<file path="src/rtl/seg_pkg.sv">
// seg_pkg: shared widths, mode and step encodings for seg_value_counter
package seg_pkg;
    localparam int LSEG_W = 4;
    localparam int RSEG_W = 3;
    typedef enum logic {MANUAL, AUTO} mode_t;
    typedef enum logic [1:0] {STEP_NONE, STEP_INC, STEP_DEC, STEP_CLR} step_t;
endpackage

</file>
<file path="src/rtl/btn_debounce.sv">
// btn_debounce: 2-flop synchroniser, stability debouncer and press pulse for one raw button
//  clk    in  system clock
//  reset  in  asynchronous reset, active-high
//  btn    in  raw asynchronous button level
//  press  out one-cycle pulse on the debounced rising edge
module btn_debounce #(
    parameter int DEB_CYCLES = 1_000_000
) (
    input  logic clk,
    input  logic reset,
    input  logic btn,
    output logic press
);
    localparam int CW = DEB_CYCLES > 1 ? $clog2(DEB_CYCLES) : 1;
    logic s1, s2, lvl, lvl_q;
    logic [CW-1:0] cnt;
    always_ff @(posedge clk or posedge reset) begin
        if (reset) begin
            s1    <= 1'b0;
            s2    <= 1'b0;
            lvl   <= 1'b0;
            lvl_q <= 1'b0;
            cnt   <= '0;
        end else begin
            s1    <= btn;
            s2    <= s1;
            lvl_q <= lvl;
            // cnt holds the number of consecutive differing samples seen so far
            if (s2 == lvl) begin
                cnt <= '0;
            end else if (cnt == CW'(DEB_CYCLES - 1)) begin
                lvl <= s2;
                cnt <= '0;
            end else begin
                cnt <= cnt + 1'b1;
            end
        end
    end
    assign press = lvl & ~lvl_q;
endmodule

</file>
<file path="src/rtl/seg_value_counter.sv">
// seg_value_counter: debounced buttons driving a two-digit (lseg:rseg) up/down counter
//  clk      in  system clock
//  reset    in  asynchronous reset, active-high
//  btn_inc  in  raw increment button
//  btn_dec  in  raw decrement button
//  btn_clr  in  raw clear button
//  auto_en  in  auto-run request (only when AUTO_RUN_EN is defined)
//  lseg     out high digit, 0..LSEG_MAX
//  rseg     out low digit, 0..RSEG_MAX
//  wrap     out one-cycle pulse when the count wraps in either direction
// Optional feature macro: AUTO_RUN_EN (auto_en port, MANUAL/AUTO FSM and prescaler).
module seg_value_counter
    import seg_pkg::*;
#(
    parameter int DEB_CYCLES = 1_000_000,
    parameter int LSEG_MAX   = 15,
    parameter int RSEG_MAX   = 7,
    parameter int AUTO_DIV   = 50_000_000
) (
    input  logic              clk,
    input  logic              reset,
    input  logic              btn_inc,
    input  logic              btn_dec,
    input  logic              btn_clr,
`ifdef AUTO_RUN_EN
    input  logic              auto_en,
`endif
    output logic [LSEG_W-1:0] lseg,
    output logic [RSEG_W-1:0] rseg,
    output logic              wrap
);
    logic inc_p, dec_p, clr_p;
    btn_debounce #(.DEB_CYCLES(DEB_CYCLES)) u_inc (.clk(clk), .reset(reset), .btn(btn_inc), .press(inc_p));
    btn_debounce #(.DEB_CYCLES(DEB_CYCLES)) u_dec (.clk(clk), .reset(reset), .btn(btn_dec), .press(dec_p));
    btn_debounce #(.DEB_CYCLES(DEB_CYCLES)) u_clr (.clk(clk), .reset(reset), .btn(btn_clr), .press(clr_p));
    step_t man_step, step;
    assign man_step = clr_p ? STEP_CLR : (inc_p ^ dec_p) ? (inc_p ? STEP_INC : STEP_DEC) : STEP_NONE;
`ifdef AUTO_RUN_EN
    localparam int PW = $clog2(AUTO_DIV);
    mode_t mode, mode_nxt;
    logic a1, a2, tc;
    logic [PW-1:0] pre;
    assign tc = (mode == AUTO) && (pre == PW'(AUTO_DIV - 1));
    always_ff @(posedge clk or posedge reset) begin
        if (reset) begin
            a1   <= 1'b0;
            a2   <= 1'b0;
            mode <= MANUAL;
            pre  <= '0;
        end else begin
            a1   <= auto_en;
            a2   <= a1;
            mode <= mode_nxt;
            // held at 0 in MANUAL, so entering AUTO always starts a full period
            pre  <= (mode == MANUAL || clr_p || tc) ? '0 : pre + 1'b1;
        end
    end
    always_comb begin
        mode_nxt = mode;
        step     = man_step;
        case (mode)
            MANUAL: mode_nxt = a2 ? AUTO : MANUAL;
            AUTO: begin
                mode_nxt = a2 ? AUTO : MANUAL;
                step     = clr_p ? STEP_CLR : tc ? STEP_INC : STEP_NONE;
            end
            default: mode_nxt = MANUAL;
        endcase
    end
`else
    assign step = man_step;
`endif
    logic [4:0] l5, r5;
    logic [LSEG_W-1:0] l_nxt;
    logic [RSEG_W-1:0] r_nxt;
    logic w_nxt, lmax, rmax, lz, rz;
    always_comb begin
        l5    = {1'b0, lseg};
        r5    = {2'b0, rseg};
        lmax  = l5 == 5'(LSEG_MAX);
        rmax  = r5 == 5'(RSEG_MAX);
        lz    = l5 == 5'd0;
        rz    = r5 == 5'd0;
        l_nxt = lseg;
        r_nxt = rseg;
        w_nxt = 1'b0;
        case (step)
            STEP_CLR: begin
                l_nxt = '0;
                r_nxt = '0;
            end
            STEP_INC: begin
                r_nxt = rmax ? '0 : RSEG_W'(r5 + 5'd1);
                l_nxt = !rmax ? lseg : lmax ? '0 : LSEG_W'(l5 + 5'd1);
                w_nxt = rmax && lmax;
            end
            STEP_DEC: begin
                r_nxt = rz ? RSEG_W'(RSEG_MAX) : RSEG_W'(r5 - 5'd1);
                l_nxt = !rz ? lseg : lz ? LSEG_W'(LSEG_MAX) : LSEG_W'(l5 - 5'd1);
                w_nxt = rz && lz;
            end
            default: ;
        endcase
    end
    always_ff @(posedge clk or posedge reset) begin
        if (reset) begin
            lseg <= '0;
            rseg <= '0;
            wrap <= 1'b0;
        end else begin
            lseg <= l_nxt;
            rseg <= r_nxt;
            wrap <= w_nxt;
        end
    end
endmodule

</file>
<file path="config.mk">
export PLATFORM = sky130hd
export DESIGN_NAME = seg_value_counter
export DESIGN_NICKNAME = d
export VERILOG_FILES = /design/src/rtl/seg_pkg.sv /design/src/rtl/btn_debounce.sv /design/src/rtl/seg_value_counter.sv
export SDC_FILE = /design/constraint.sdc
export NUM_CORES = 1
export LEC_CHECK = 0
export ABC_AREA = 1
export ABC_CLOCK_PERIOD_IN_PS = 3420
export CORE_ASPECT_RATIO = 2
export CORE_UTILIZATION = 30
export DETAILED_ROUTE_END_ITERATION = 8
export GPL_TIMING_DRIVEN = 0
export SKIP_LAST_GASP = 1
export SYNTH_ARGS = -nofsm -noshare
export SYNTH_HDL_FRONTEND = slang
export SYNTH_SLANG_ARGS = --single-unit
</file>
<file path="constraint.sdc">
create_clock -name clk -period 3.42 [get_ports clk]
set_clock_uncertainty 0.1 [all_clocks]
set_input_delay 0.855 -clock clk [delete_from_list [all_inputs] [get_ports clk]]
set_output_delay 0.855 -clock clk [all_outputs]
set_load 0.05 [all_outputs]
</file>
==> run summary <==
outcome = complete, no violations
io pins = 13
sequential area share after synthesis = 0.456
largest area contributor in the netlist = dfrtp_1
slew margin rel. = 0.671
Post-Synthesis Cells = 557
TritonCTS buffer count = 9
setup repair after global routing missed its margin = no
Psw = 407 µW
initial antenna violation count = 0
hold slack = 246 ps
CP Buf/Inv Count = 1
number of diodes = 0
sw frac = 0.209
Tot Pwr = 1.95 mW
share of power burned in registers = 0.497
die height = 173 µm
R2R setup slack = 1350 ps
CP max FO = 6
Power Density = 384 nW/µm²
Hold Path Class = flop to flop
Starting DRT DRC Count = 210
setup bufs post-CTS = 0
Reg-to-Reg Start = u_dec.lvl$_DFFE_PP0P_
max-cap violation count = 0
GR Util All Layers = 0.128
vias in the first global route = 3637
core region area = 14400 µm²
DRC Markers = 0
clk slew on worst S/H paths = 60 ps
clock buffer depth = 2
worst stage delay on the critical path = 840 ps
Worst path depth = 1
final setup fails = 0
Area growth syn-to-layout = 15.3%
VDD IR max = 0.211 mV
Vias per Instance = 4.46
Final GP Congestion = 0.807
Critical Path Start = rseg[2]$_DFFE_PP0P_
slowest CP cell = clkdlybuf4s50_1
Pint = 1.54 mW
Critical Path RT = 2460 ps
min Tclk post-route = 2570 ps
dpl cell area = 4780 µm²
crit share post-route = 0.752
Syn Nets = 574
initial core utilization = 0.306
Routed wire per std cell = 11.2 µm
final setup margin = 850 ps
dpl hpwl = 6560 µm
Comb pwr share = 0.032
clk_lat worst skew = 330 ps
Post-Synthesis Mean Instance Area = 7.88 µm²
DP Worst Slack = 1200 ps
Crit Path Category = flop to primary output
Final Core Density = 0.353
first-pass GRT wire length = 15500 µm
worst r2r dst = lseg[1]$_DFFE_PP0P_
row count = 62
First-pass DRT Iterations = 4
Hold-fix buffers, CTS = 0
# resized after CTS = 0
YS warnings = 0
TritonCTS clock tree = done
fin nets = 598
Die Area = 15200 µm²
Post-Route WL = 8670 µm
Detail Route Antenna Nets = 0
largest net degree at the start of global routing = 71
Finished Cell Area = 5060 µm²
CP Cell Sequence = clkdlybuf4s50_1
Vias = 3462
fraction of layout cells with a size suffix above 1 = 0.106
mapped cell area = 4390 µm²
clock network power share = 0.471
worst r2r path cells = 11
CP arrival = 1620 ps
root buf cell = clkbuf_16
top cells by area, synth = dfrtp_1 46%, nand2_1 9.9%, nor2_1 9.2%
CP endpoint kind = primary output
CP startpoint kind = flop
Slew Viols, Final = 0
crit path to = rseg[2]
Yosys reg bits = 80
H-Tree Depth = 3
total grt overflow = 0
chip width = 87.6 µm
IO buf count = 12
FMAX = 389 MHz
Final Hold Viols = 0
Yosys cell types = 28
Yosys top cell area share = 0.456
hold_sp = u_dec.s1$_DFF_PP0_
worst slew pin tran = 492 ps
CP top delay family = buffers and inverters
Leak Pwr = 2.16 nW
# clock sinks = 80
==> synthesized netlist by cell type, drive strengths merged <==
cell type / count
nand4: 3
nand2: 129
o21bai: 1
a31oi: 1
nand3b: 2
o31ai: 1
o211ai: 2
xor2: 24
nor4: 1
nand3: 42
ha: 12
inv: 76
nor3b: 3
xnor2: 7
o21ai: 15
nor3: 16
dfrtp: 80
buf: 1
nor2: 129
a21oi: 12
==> flip-flops by register name, indices dropped and copies added, names as in the netlist <==
| name | cells |
|---|---|
| u_inc.lvl | 1 |
| u_clr.lvl | 1 |
| u_inc.s2 | 1 |
| wrap | 1 |
| u_clr.s2 | 1 |
| u_clr.lvl_q | 1 |
| lseg | 4 |
| u_dec.lvl_q | 1 |
| rseg | 3 |
| u_clr.cnt | 20 |
| u_clr.s1 | 1 |
| u_dec.lvl | 1 |
| u_inc.s1 | 1 |
| u_inc.cnt | 20 |
| u_dec.cnt | 20 |
| u_dec.s1 | 1 |
| u_inc.lvl_q | 1 |
| u_dec.s2 | 1 |
==> power by group through the flow <==
stage	logic (mW)	registers [mW]	clock network (mW)
floorplan	0.0419	0.983	0
global route	0.0740	0.968	0.973
global placement	0.0597	0.984	0
detailed placement	0.0657	0.985	0
finish	0.0625	0.967	0.915
CTS	0.0658	0.967	0.947
==> stage by stage <==
stage	TNS, ps	cells
CTS	0	777
detailed placement	0	762
global placement	-76770	761
global route	0	777
floorplan	0	557
finish	0	777
==> cell type report <==
class | count | area [µm²]
Inverter | 76 | 288
Timing Repair Buffer | 13 | 148
Buffer | 1 | 5.00
Multi-Input combinational cell | 400 | 2100
Sequential cell | 80 | 2000
Tap cell | 192 | 240
Clock buffer | 12 | 236
Fill cell | 1488 | 9290
Clock inverter | 3 | 43.8
==> worst min-delay path by stage <==
| stage | slack [ps] | cells past startpoint | to |
|---|---|---|---|
| 5_1_grt | 260 | 0 | u_dec.s2$_DFF_PP0_ |
| 3_3_place_gp | 240 | 0 | u_dec.s2$_DFF_PP0_ |
| 6_report | 250 | 0 | u_dec.s2$_DFF_PP0_ |
| 2_1_floorplan | 230 | 0 | u_clr.s2$_DFF_PP0_ |
| 4_1_cts | 250 | 0 | u_inc.s2$_DFF_PP0_ |
| 3_5_place_dp | 240 | 0 | u_inc.s2$_DFF_PP0_ |
==> placed cells by master (no fill, tap or decap), drive strengths merged <==
master / instances
a31oi: 1
nor3: 16
clkdlybuf4s50: 12
nor2: 129
a21oi: 12
nand3b: 2
nor3b: 3
o211ai: 2
inv: 76
clkinv: 2
nand2: 129
xnor2: 7
xor2: 24
buf: 2
ha: 12
nand4: 3
o21ai: 15
o21bai: 1
dfrtp: 80
nor4: 1
bufinv: 1
nand3: 42
o31ai: 1
clkbuf: 12
==> kinds of logic after synthesis <==
| kind of cell | count (synthesis) | share of synthesized area |
|---|---|---|
| XOR/XNOR | 31 | 0.0618 |
| AND/OR/NAND/NOR | 325 | 0.343 |
| adder cells (fa/ha/maj) | 12 | 0.0342 |
| buffers and inverters | 77 | 0.0661 |
| AO/OA/AOI/OAI | 32 | 0.0390 |
| flip-flops | 80 | 0.456 |
==> per-layer routing <==
layer	global-route usage	share of wire
met1	0.136	0.40
met3	0.0181	0.016
met5	0	0
met2	0.240	0.56
met4	0.0608	0.025
(Power assumes the default switching activity.)
==> RTL edit: new RTL, same flow settings <==
Put one more register stage on the output `lseg`. The value now appears one clock later. The other outputs are not delayed to match.
--- a/src/rtl/seg_value_counter.sv
+++ b/src/rtl/seg_value_counter.sv
@@ -30,4 +30,6 @@
     output logic              wrap
 );
+
+    logic [LSEG_W-1:0] lseg_s0;
     logic inc_p, dec_p, clr_p;
     btn_debounce #(.DEB_CYCLES(DEB_CYCLES)) u_inc (.clk(clk), .reset(reset), .btn(btn_inc), .press(inc_p));
@@ -76,5 +78,5 @@
     logic w_nxt, lmax, rmax, lz, rz;
     always_comb begin
-        l5    = {1'b0, lseg};
+        l5    = {1'b0, lseg_s0};
         r5    = {2'b0, rseg};
         lmax  = l5 == 5'(LSEG_MAX);
@@ -82,5 +84,5 @@
         lz    = l5 == 5'd0;
         rz    = r5 == 5'd0;
-        l_nxt = lseg;
+        l_nxt = lseg_s0;
         r_nxt = rseg;
         w_nxt = 1'b0;
@@ -92,10 +94,10 @@
             STEP_INC: begin
                 r_nxt = rmax ? '0 : RSEG_W'(r5 + 5'd1);
-                l_nxt = !rmax ? lseg : lmax ? '0 : LSEG_W'(l5 + 5'd1);
+                l_nxt = !rmax ? lseg_s0 : lmax ? '0 : LSEG_W'(l5 + 5'd1);
                 w_nxt = rmax && lmax;
             end
             STEP_DEC: begin
                 r_nxt = rz ? RSEG_W'(RSEG_MAX) : RSEG_W'(r5 - 5'd1);
-                l_nxt = !rz ? lseg : lz ? LSEG_W'(LSEG_MAX) : LSEG_W'(l5 - 5'd1);
+                l_nxt = !rz ? lseg_s0 : lz ? LSEG_W'(LSEG_MAX) : LSEG_W'(l5 - 5'd1);
                 w_nxt = rz && lz;
             end
@@ -105,13 +107,17 @@
     always_ff @(posedge clk or posedge reset) begin
         if (reset) begin
-            lseg <= '0;
+            lseg_s0 <= '0;
             rseg <= '0;
             wrap <= 1'b0;
         end else begin
-            lseg <= l_nxt;
+            lseg_s0 <= l_nxt;
             rseg <= r_nxt;
             wrap <= w_nxt;
         end
     end
+    always_ff @(posedge clk) begin
+        lseg <= lseg_s0;
+    end
+
 endmodule
 
Behaviour: no difference found for any inputs over 10 cycles, from zero or initial values and one cycle with reset high; that may be too few to reach the edited logic, so the function may still have changed.
==> RTL edit against the original RTL <==
Power grew 19%; routed wire length grew 0.96%; area after synthesis grew 4.3%; final cell count grew 1.2%; design area grew 5.9%; worst setup slack gained 41 ps; non-clock buffer count is the same; sequential cell count grew 4; largest power group is now clock.
==> RTL edit: results (changes against the original RTL) <==
- Lkg Pwr: 2.40 nW (+11%)
- Total CTS buffers: 9 (unchanged)
- Max clock buf depth: 2 (unchanged)
- Peak supply drop: 0.000239 V (+13%)
- Ys async rst share: 0.952 (-0.0476)
- HPWL Detailed: 6.70 mm (+2.2%)
- Crit-path max FO: 5 (-1)
- Layout Nets: 603 (+0.84%)
- Sequential area share after synthesis: 0.455 (-0.00132)
- Post-cts resize count: 0 (unchanged)
- Port bufs: 12 (unchanged)
- Post-DP Area: 0.00497 mm^2 (+4.0%)
- Gp weighted congestion: 0.869 (+7.7%)
- Share of post-route cells with drive strength above 1: 0.142 (+0.0361)
- Ranking of synthesized cells by area: dfrtp_1, nand2_1, nor2_1
- Vias in the first global route: 3514 (-3.4%)
- Crit path largest cell delay: between 800 and 900 ps
- Reg clk slew, reported paths: 60 ps (about the same)
- Status: finished, final reports clean
- Hold Crit Endpoint: u_clr.s2$_DFF_PP0_
- Reg-to-Reg Start: u_clr.lvl$_DFFE_PP0P_
- Synthesized Nets: 579 (+0.87%)
- Pin count of the biggest net entering global routing: 57 (-20%)
- Total Routing Usage GR: 0.125 (-0.00349)
- Worst reg-to-reg setup slack: 1300 ps (-50 ps)
- Drt wl/cell: 11.1 um (-0.20%)
- HP Start: u_clr.s1$_DFF_PP0_
- CP startpoint: rseg[0]$_DFFE_PP0P_
- Slew Limit Fails: 0 (unchanged)
- Drt pass-1 iters: 4 (unchanged)
- First-pass GRT wire length: 15.4 mm (-0.72%)
- Worst setup endpoint: rseg[0]
- Initial drt markers: 170 (-19%)
- Slew margin rel.: 0.662 (-0.00953)
- Yosys Warn Count: 0 (unchanged)
- R2r endpoint: lseg_s0[0]$_DFFE_PP0P_
- Most instantiated cells after synthesis: nand2_1, nor2_1, dfrtp_1
- Yosys cell types: 33 (+18%)
- # fillers: 1518 (+2.0%)
- Initial antenna violation count: 0 (unchanged)
- Via density: 4.43 (-0.63%)
- Worst R2R Path Depth: 10 (-1)
- Worst hold slack: 252 ps (+5.22 ps)
[RTL edit: cell types whose count changed after synthesis, moves of 4 or more]
cell	delta
nand3_1	-10
nand2_4	+6
nor2_2	+5
dfxtp_1	+4
nand2_1	-4
nand3_2	+4
nor3_1	-4
[RTL edit: power breakdown]
group          internal, mW  leakage, nW  switching [mW]
combinational        0.0189         1.09          0.0449
clock                 0.860        0.186           0.386
sequential             1.01         1.13         0.00900
total                  1.88         2.40           0.440
[RTL edit: logic make-up after synthesis]
kind of cell | count (synthesis) | synth area share
flops | 84 | 0.455
buf+inv | 81 | 0.0672
fa+ha+maj | 12 | 0.0328
compound gates | 33 | 0.0412
simple gates | 321 | 0.345
xor+xnor | 31 | 0.0593
[RTL edit: through the flow]
step,utilization,std cells,worst slack [ps]
4_1_cts,0.360,786,877
3_5_place_dp,0.334,770,1240
6_report,0.360,786,891
2_1_floorplan,-,562,413
5_1_grt,0.360,786,863
3_3_place_gp,0.332,769,-1020
[RTL edit: cell type report]
| cell class | count | share of cell area |
|---|---|---|
| Buffer | 1 | 0.000933 |
| Clock buffer | 9 | 0.0420 |
| Clock inverter | 7 | 0.0303 |
| Inverter | 80 | 0.0569 |
| Multi-Input combinational cell | 397 | 0.409 |
| Sequential cell | 84 | 0.388 |
| Tap cell | 195 | 0.0455 |
| Timing Repair Buffer | 13 | 0.0275 |
[RTL edit: worst register-to-register path, stage by stage, from the launching register on]
cell and delay (ps):
dfrtp_1 410, inv_1 70, nor2_1 50, a31oi_1 290
inv_1 80, ha_1 280, nand2_1 110, nand3_1 140
nor2_1 270, nand2_1 100, o22ai_1 150
[RTL edit: per-layer routing]
metal  wire [um]  GRT usage
met5           0          0
met4         238     0.0622
met3         126     0.0173
met2        5060      0.240
met1        3330      0.125
